**config.mk**
```make
export PLATFORM = sky130hd
export DESIGN_NAME = seq_stim_gen
export DESIGN_NICKNAME = d
export VERILOG_FILES = /design/src/rtl/seq_stim_gen.sv
export SDC_FILE = /design/constraint.sdc
export NUM_CORES = 1
export LEC_CHECK = 0
export ABC_AREA = 1
export CAP_MARGIN = 20
export CELL_PAD_IN_SITES_DETAIL_PLACEMENT = 1
export CELL_PAD_IN_SITES_GLOBAL_PLACEMENT = 2
export CORE_MARGIN = 3
export CORE_UTILIZATION = 25
export CTS_BUF_LIST = sky130_fd_sc_hd__clkbuf_4 sky130_fd_sc_hd__clkbuf_8 sky130_fd_sc_hd__clkbuf_16
export DETAILED_ROUTE_END_ITERATION = 10
export MAX_ROUTING_LAYER = met4
export PLACE_DENSITY_LB_ADDON = 0.3
export SYNTH_ARGS = -nofsm -noshare
export SYNTH_HDL_FRONTEND = slang
export SYNTH_SLANG_ARGS = --single-unit
```
**constraint.sdc**
```tcl
create_clock -name clk -period 1.19 [get_ports clk]
set_input_delay 0.238 -clock clk [delete_from_list [all_inputs] [get_ports clk]]
set_output_delay 0.238 -clock clk [all_outputs]
set_load 0.01 [all_outputs]
```
**src/rtl/seq_stim_gen.sv**
```systemverilog
// Driver for the x ##D1 y[*N] ##D2 z sequence pattern.
// One sequence per accepted start; completed sequences are counted.
module seq_stim_gen #(
   parameter int DW      = 4,
   parameter int RW      = 4,
   parameter int REP_MIN = 3,
   parameter int REP_MAX = 4,
   parameter int CW      = 16
) (
   input  logic          clk,
   input  logic          rst,
   input  logic          start,
   input  logic [DW-1:0] delay1,
   input  logic [DW-1:0] delay2,
   input  logic [RW-1:0] reps,
   output logic          x,
   output logic          y,
   output logic          z,
   output logic          busy,
   output logic          done,
   output logic          clamped,
   output logic [CW-1:0] seq_count
);

   localparam int CNTW = (DW > RW) ? DW : RW;

   typedef enum logic [2:0] {
      IDLE,
      ST_X,
      GAP1,
      ST_Y,
      GAP2,
      ST_Z
   } state_t;

   state_t          state_q, state_d;
   logic [CNTW-1:0] cnt_q, cnt_d;
   logic [DW-1:0]   d1_q, d2_q;
   logic [RW-1:0]   n_q;
   logic            clamped_q;
   logic [CW-1:0]   seq_cnt_q;

   logic [DW-1:0]   d1_c, d2_c;
   logic [RW-1:0]   n_c;
   logic            adj;
   logic            accept;

   assign accept = start && (state_q == IDLE);

   // Legalise the requested fields and flag any adjustment
   always_comb begin
      d1_c = delay1;
      d2_c = delay2;
      n_c  = reps;
      adj  = 1'b0;
      if (delay1 == '0) begin
         d1_c = DW'(1);
         adj  = 1'b1;
      end
      if (delay2 == '0) begin
         d2_c = DW'(1);
         adj  = 1'b1;
      end
      if (reps < RW'(REP_MIN)) begin
         n_c = RW'(REP_MIN);
         adj = 1'b1;
      end else if (reps > RW'(REP_MAX)) begin
         n_c = RW'(REP_MAX);
         adj = 1'b1;
      end
   end

   // State, phase counter, latched fields and completion count
   always_ff @(posedge clk) begin
      if (rst) begin
         state_q   <= IDLE;
         cnt_q     <= '0;
         d1_q      <= DW'(1);
         d2_q      <= DW'(1);
         n_q       <= RW'(REP_MIN);
         clamped_q <= 1'b0;
         seq_cnt_q <= '0;
      end else begin
         state_q   <= state_d;
         cnt_q     <= cnt_d;
         clamped_q <= accept && adj;
         if (accept) begin
            d1_q <= d1_c;
            d2_q <= d2_c;
            n_q  <= n_c;
         end
         if (state_q == ST_Z) begin
            seq_cnt_q <= seq_cnt_q + CW'(1);
         end
      end
   end

   // Phase sequencing; the counter is reloaded on entry to each timed phase
   always_comb begin
      state_d = state_q;
      cnt_d   = cnt_q - CNTW'(1);
      unique case (state_q)
         IDLE: begin
            if (accept) begin
               state_d = ST_X;
            end
         end
         ST_X: begin
            if (d1_q > DW'(1)) begin
               state_d = GAP1;
               cnt_d   = CNTW'(d1_q);
            end else begin
               state_d = ST_Y;
               cnt_d   = CNTW'(n_q);
            end
         end
         GAP1: begin
            if (cnt_q == CNTW'(2)) begin
               state_d = ST_Y;
               cnt_d   = CNTW'(n_q);
            end
         end
         ST_Y: begin
            if (cnt_q == CNTW'(1)) begin
               if (d2_q > DW'(1)) begin
                  state_d = GAP2;
                  cnt_d   = CNTW'(d2_q);
               end else begin
                  state_d = ST_Z;
               end
            end
         end
         GAP2: begin
            if (cnt_q == CNTW'(2)) begin
               state_d = ST_Z;
            end
         end
         ST_Z: begin
            state_d = IDLE;
         end
         default: begin
            state_d = IDLE;
         end
      endcase
   end

   // Outputs decoded straight from the current phase
   always_comb begin
      x         = (state_q == ST_X);
      y         = (state_q == ST_Y);
      z         = (state_q == ST_Z);
      done      = (state_q == ST_Z);
      busy      = (state_q != IDLE);
      clamped   = clamped_q;
      seq_count = seq_cnt_q;
   end

endmodule

```
==> flow_summary.yaml <==
run_status:
  status: "finished with violations"
  violations: "setup timing"
setup_path:
  path_class: "flip-flop to output port"
  cpMaxStageDelayCell: "dfxtp_4"
  timing.rr.end: "d2_q[3]"
  critPathCapture: "x"
  crit_path_max_fanout: 4
  crit_path_cell_trace: "inv_6, nor3_4, buf_2"
  cp.depth: 3
  critPathMaxStageDelay_ns: 0.42
  r2r-start: "state_q[2]"
  r2r_slack_ns: -0.22
  worstRegToRegCells: 9
  cp-end-kind: "output port"
  critPathLaunchType: "flip-flop"
  startpoint: "state_q[0]"
  cp_num_buf_inv: 2
  cp.arrival_ns: 1.17
  cp.required_ns: 0.95
  cp_top_family: "flip-flops"
drt:
  ant_nets: 0
  wl_met1_um: 3460
  drt_pass1_iterations: 4
  drt-wirelength-per-cell_um: 14.3
  drc: 0
  wl_um: 7520
  dr.first_iter.drc_count: 38
  wl_met2_um: 3840
  highest_layer: "met4"
  wl_met3_um: 175
  num_vias: 2390
  routed_via_density: 4.54
synthesis:
  netlist_instances: 304
  synth_seq_cells: 36
  synth.area.top_cells: "dfxtp_1 (36%), nand2_1 (14%), a21oi_1 (7.9%), o21ai_0 (7.4%), inv_1 (6.7%)"
  yosysWarnings: 0
  syn-num-nets: 323
  avgSynthCellArea_sq_um: 6.66
  netlist_area_sq_um: 2020
  synth_top_area_share_pct: 35.6
  synth_seq_area_share_pct: 35.6
  synth_cell_types: 29
  synth_top_area_cell: "dfxtp_1"
timing:
  worst_hold_slack_ns: 0.486
  finalCriticalPeriod_ns: 1.41
  max_slew_margin_pct: 84.1
  skew_ns: 0.00488
  maxSlewViolCount: 0
  rsz0062_at_grt: "true"
  worstMarginPinSlew_ns: 0.237
  setup_slack_ns: -0.219
  fmaxAchievable_ghz: 0.710
  finalCritPeriodShare_pct: 118
  setup_violations: 36
  finalHoldViolations: 0
  fin_tns_setup_ns: -4.72
global_route:
  grt_pass1_wl_um: 11600
  antenna_found_initial: 0
  first_global_vias: 2409
  grt_max_degree: 19
  overflow: 0
  grt_use_total_pct: 16.9
floorplan:
  io_pins: 37
  design.core.area_sq_um: 7810
  die_area_sq_um: 9210
  die_y_um: 96.0
  die_x_um: 96.0
  initial_core_util_pct: 25.9
  row_count: 32
pwr:
  ir_drop_mv: 0.559
  pwr_density_cell_nw_per_um2: 1760
  power_mw: 6.72
  leakage_nw: 1.58
clock_tree:
  root_buffer: "clkbuf_8"
  cts-htree-levels: 2
  clock_sink_count: 36
  cts_tree: "done"
  clk_pin_slew_ns: 0.07
  cts_buffers: 5
  clock_path_buffers: 2
  insertion_delay_ns: 0.29
  cts_hold_buf: 0
layout:
  fin_nets: 442
  filler_cell_count: 944
  drive_gt1_share_pct: 52.8
  layout.cells.non_filler: 526
  final_cell_area_sq_um: 3820
  finish.utilization_pct: 48.9
  antenna_cells: 0
  syn2layout_area_growth_pct: 88.7
placed_design:
  dp_hpwl_um: 5170
  placedCellCount: 492
  globalplace.congestion: 0.802
  placed_cell_area_sq_um: 2940
  place_ws_ns: -0.254
  io_buffers: 36
min_path:
  min_path_type: "flip-flop to flip-flop"
  hold_depth: 2
job:
  drv_cap: 0
-- kinds of logic after synthesis --
family | after synthesis | synth area share [%]
AO/OA/AOI/OAI | 70 | 18.3
XOR/XNOR | 1 | 0.433
flip-flops | 36 | 35.6
AND/OR/NAND/NOR | 148 | 34.1
adder cells (fa/ha/maj) | 4 | 2.47
buffers and inverters | 45 | 9.03
-- flip-flops by register name (all words and copies together), names as in the netlist --
register / count
seq_count: 16
cnt_q: 4
d1_q: 4
d2_q: 4
n_q: 4
state_q: 3
clamped: 1
-- layer usage --
| metal | vias to the layer above | global-route usage [%] |
|---|---|---|
| li1 | 1236 | - |
| met1 | 1120 | 22.2 |
| met2 | 30 | 27.2 |
| met3 | 4 | 2.81 |
| met4 | 0 | 3.67 |
| met5 | - | - |
-- layout make-up --
cell class                 count  area (sq um)  area share (%)
clock buffer                   7          90.1            2.36
timing repair inverter         1          6.26           0.164
inverter                      40           185            4.85
multi-input combinational    223          1560            40.8
clock inverter                 1          6.26           0.164
sequential                    36           787            20.6
timing repair buffer         116          1060            27.7
tap                          102           128            3.34
-- synth_stat cells (all sizes together) --
cell / count
nand2: 78
nor2: 43
inv: 40
dfxtp: 36
a21oi: 32
o21ai: 31
nand3: 18
nand4: 6
ha: 4
clkbuf: 3
o211ai: 3
buf: 2
o21a: 2
a311oi: 1
a41oi: 1
and3: 1
nand3b: 1
nor3: 1
xor2: 1
-- power by group --
part	leakage, nW	switching [mW]	internal [mW]
clock	0.0522	0.462	0.496
sequential	0.309	0.272	1.44
combinational	1.22	2.09	1.96
total	1.58	2.83	3.89
-- how the worst min path moves through the flow --
stage                      start            to  slack [ns]
global placement         d1_q[0]       d1_q[0]        0.46
CTS                 seq_count[3]  seq_count[3]        0.48
finish                   d1_q[2]       d1_q[2]        0.49
global route             d1_q[0]       d1_q[0]        0.52
detailed placement       d1_q[0]       d1_q[0]        0.47
floorplan                    rst  seq_count[2]        0.39
-- repair_timing --
action,4_1_cts,5_1_grt
setup buffers,12,17
gates resized for setup,177,88
pin swaps,29,33
gates cloned,1,0
endpoints found under the setup margin,56,53
-- worst register-to-register path, stage by stage (launching register included) --
cell and delay, ns:
dfxtp_4 0.38, inv_4 0.08, buf_6 0.10, nand2_4 0.05, buf_6 0.12, nor2_4 0.19
buf_12 0.15, inv_8 0.05, buf_6 0.12, a21oi_2 0.11
-- layout by cell type, fill, tap and decap left out, drive strengths merged --
cell type      count
buf               88
clkbuf            10
o21ai             31
dlygate4sd2        1
nor2              43
nand3             18
inv               42
and3               1
clkdlybuf4s50     14
clkdlybuf4s15     10
o21a               2
a41oi              1
xor2               1
a311oi             1
o211ai             3
dfxtp             36
a21oi             32
ha                 4
nand4              6
nand2             78
nand3b             1
nor3               1
Power figures use the tool's default switching activity.
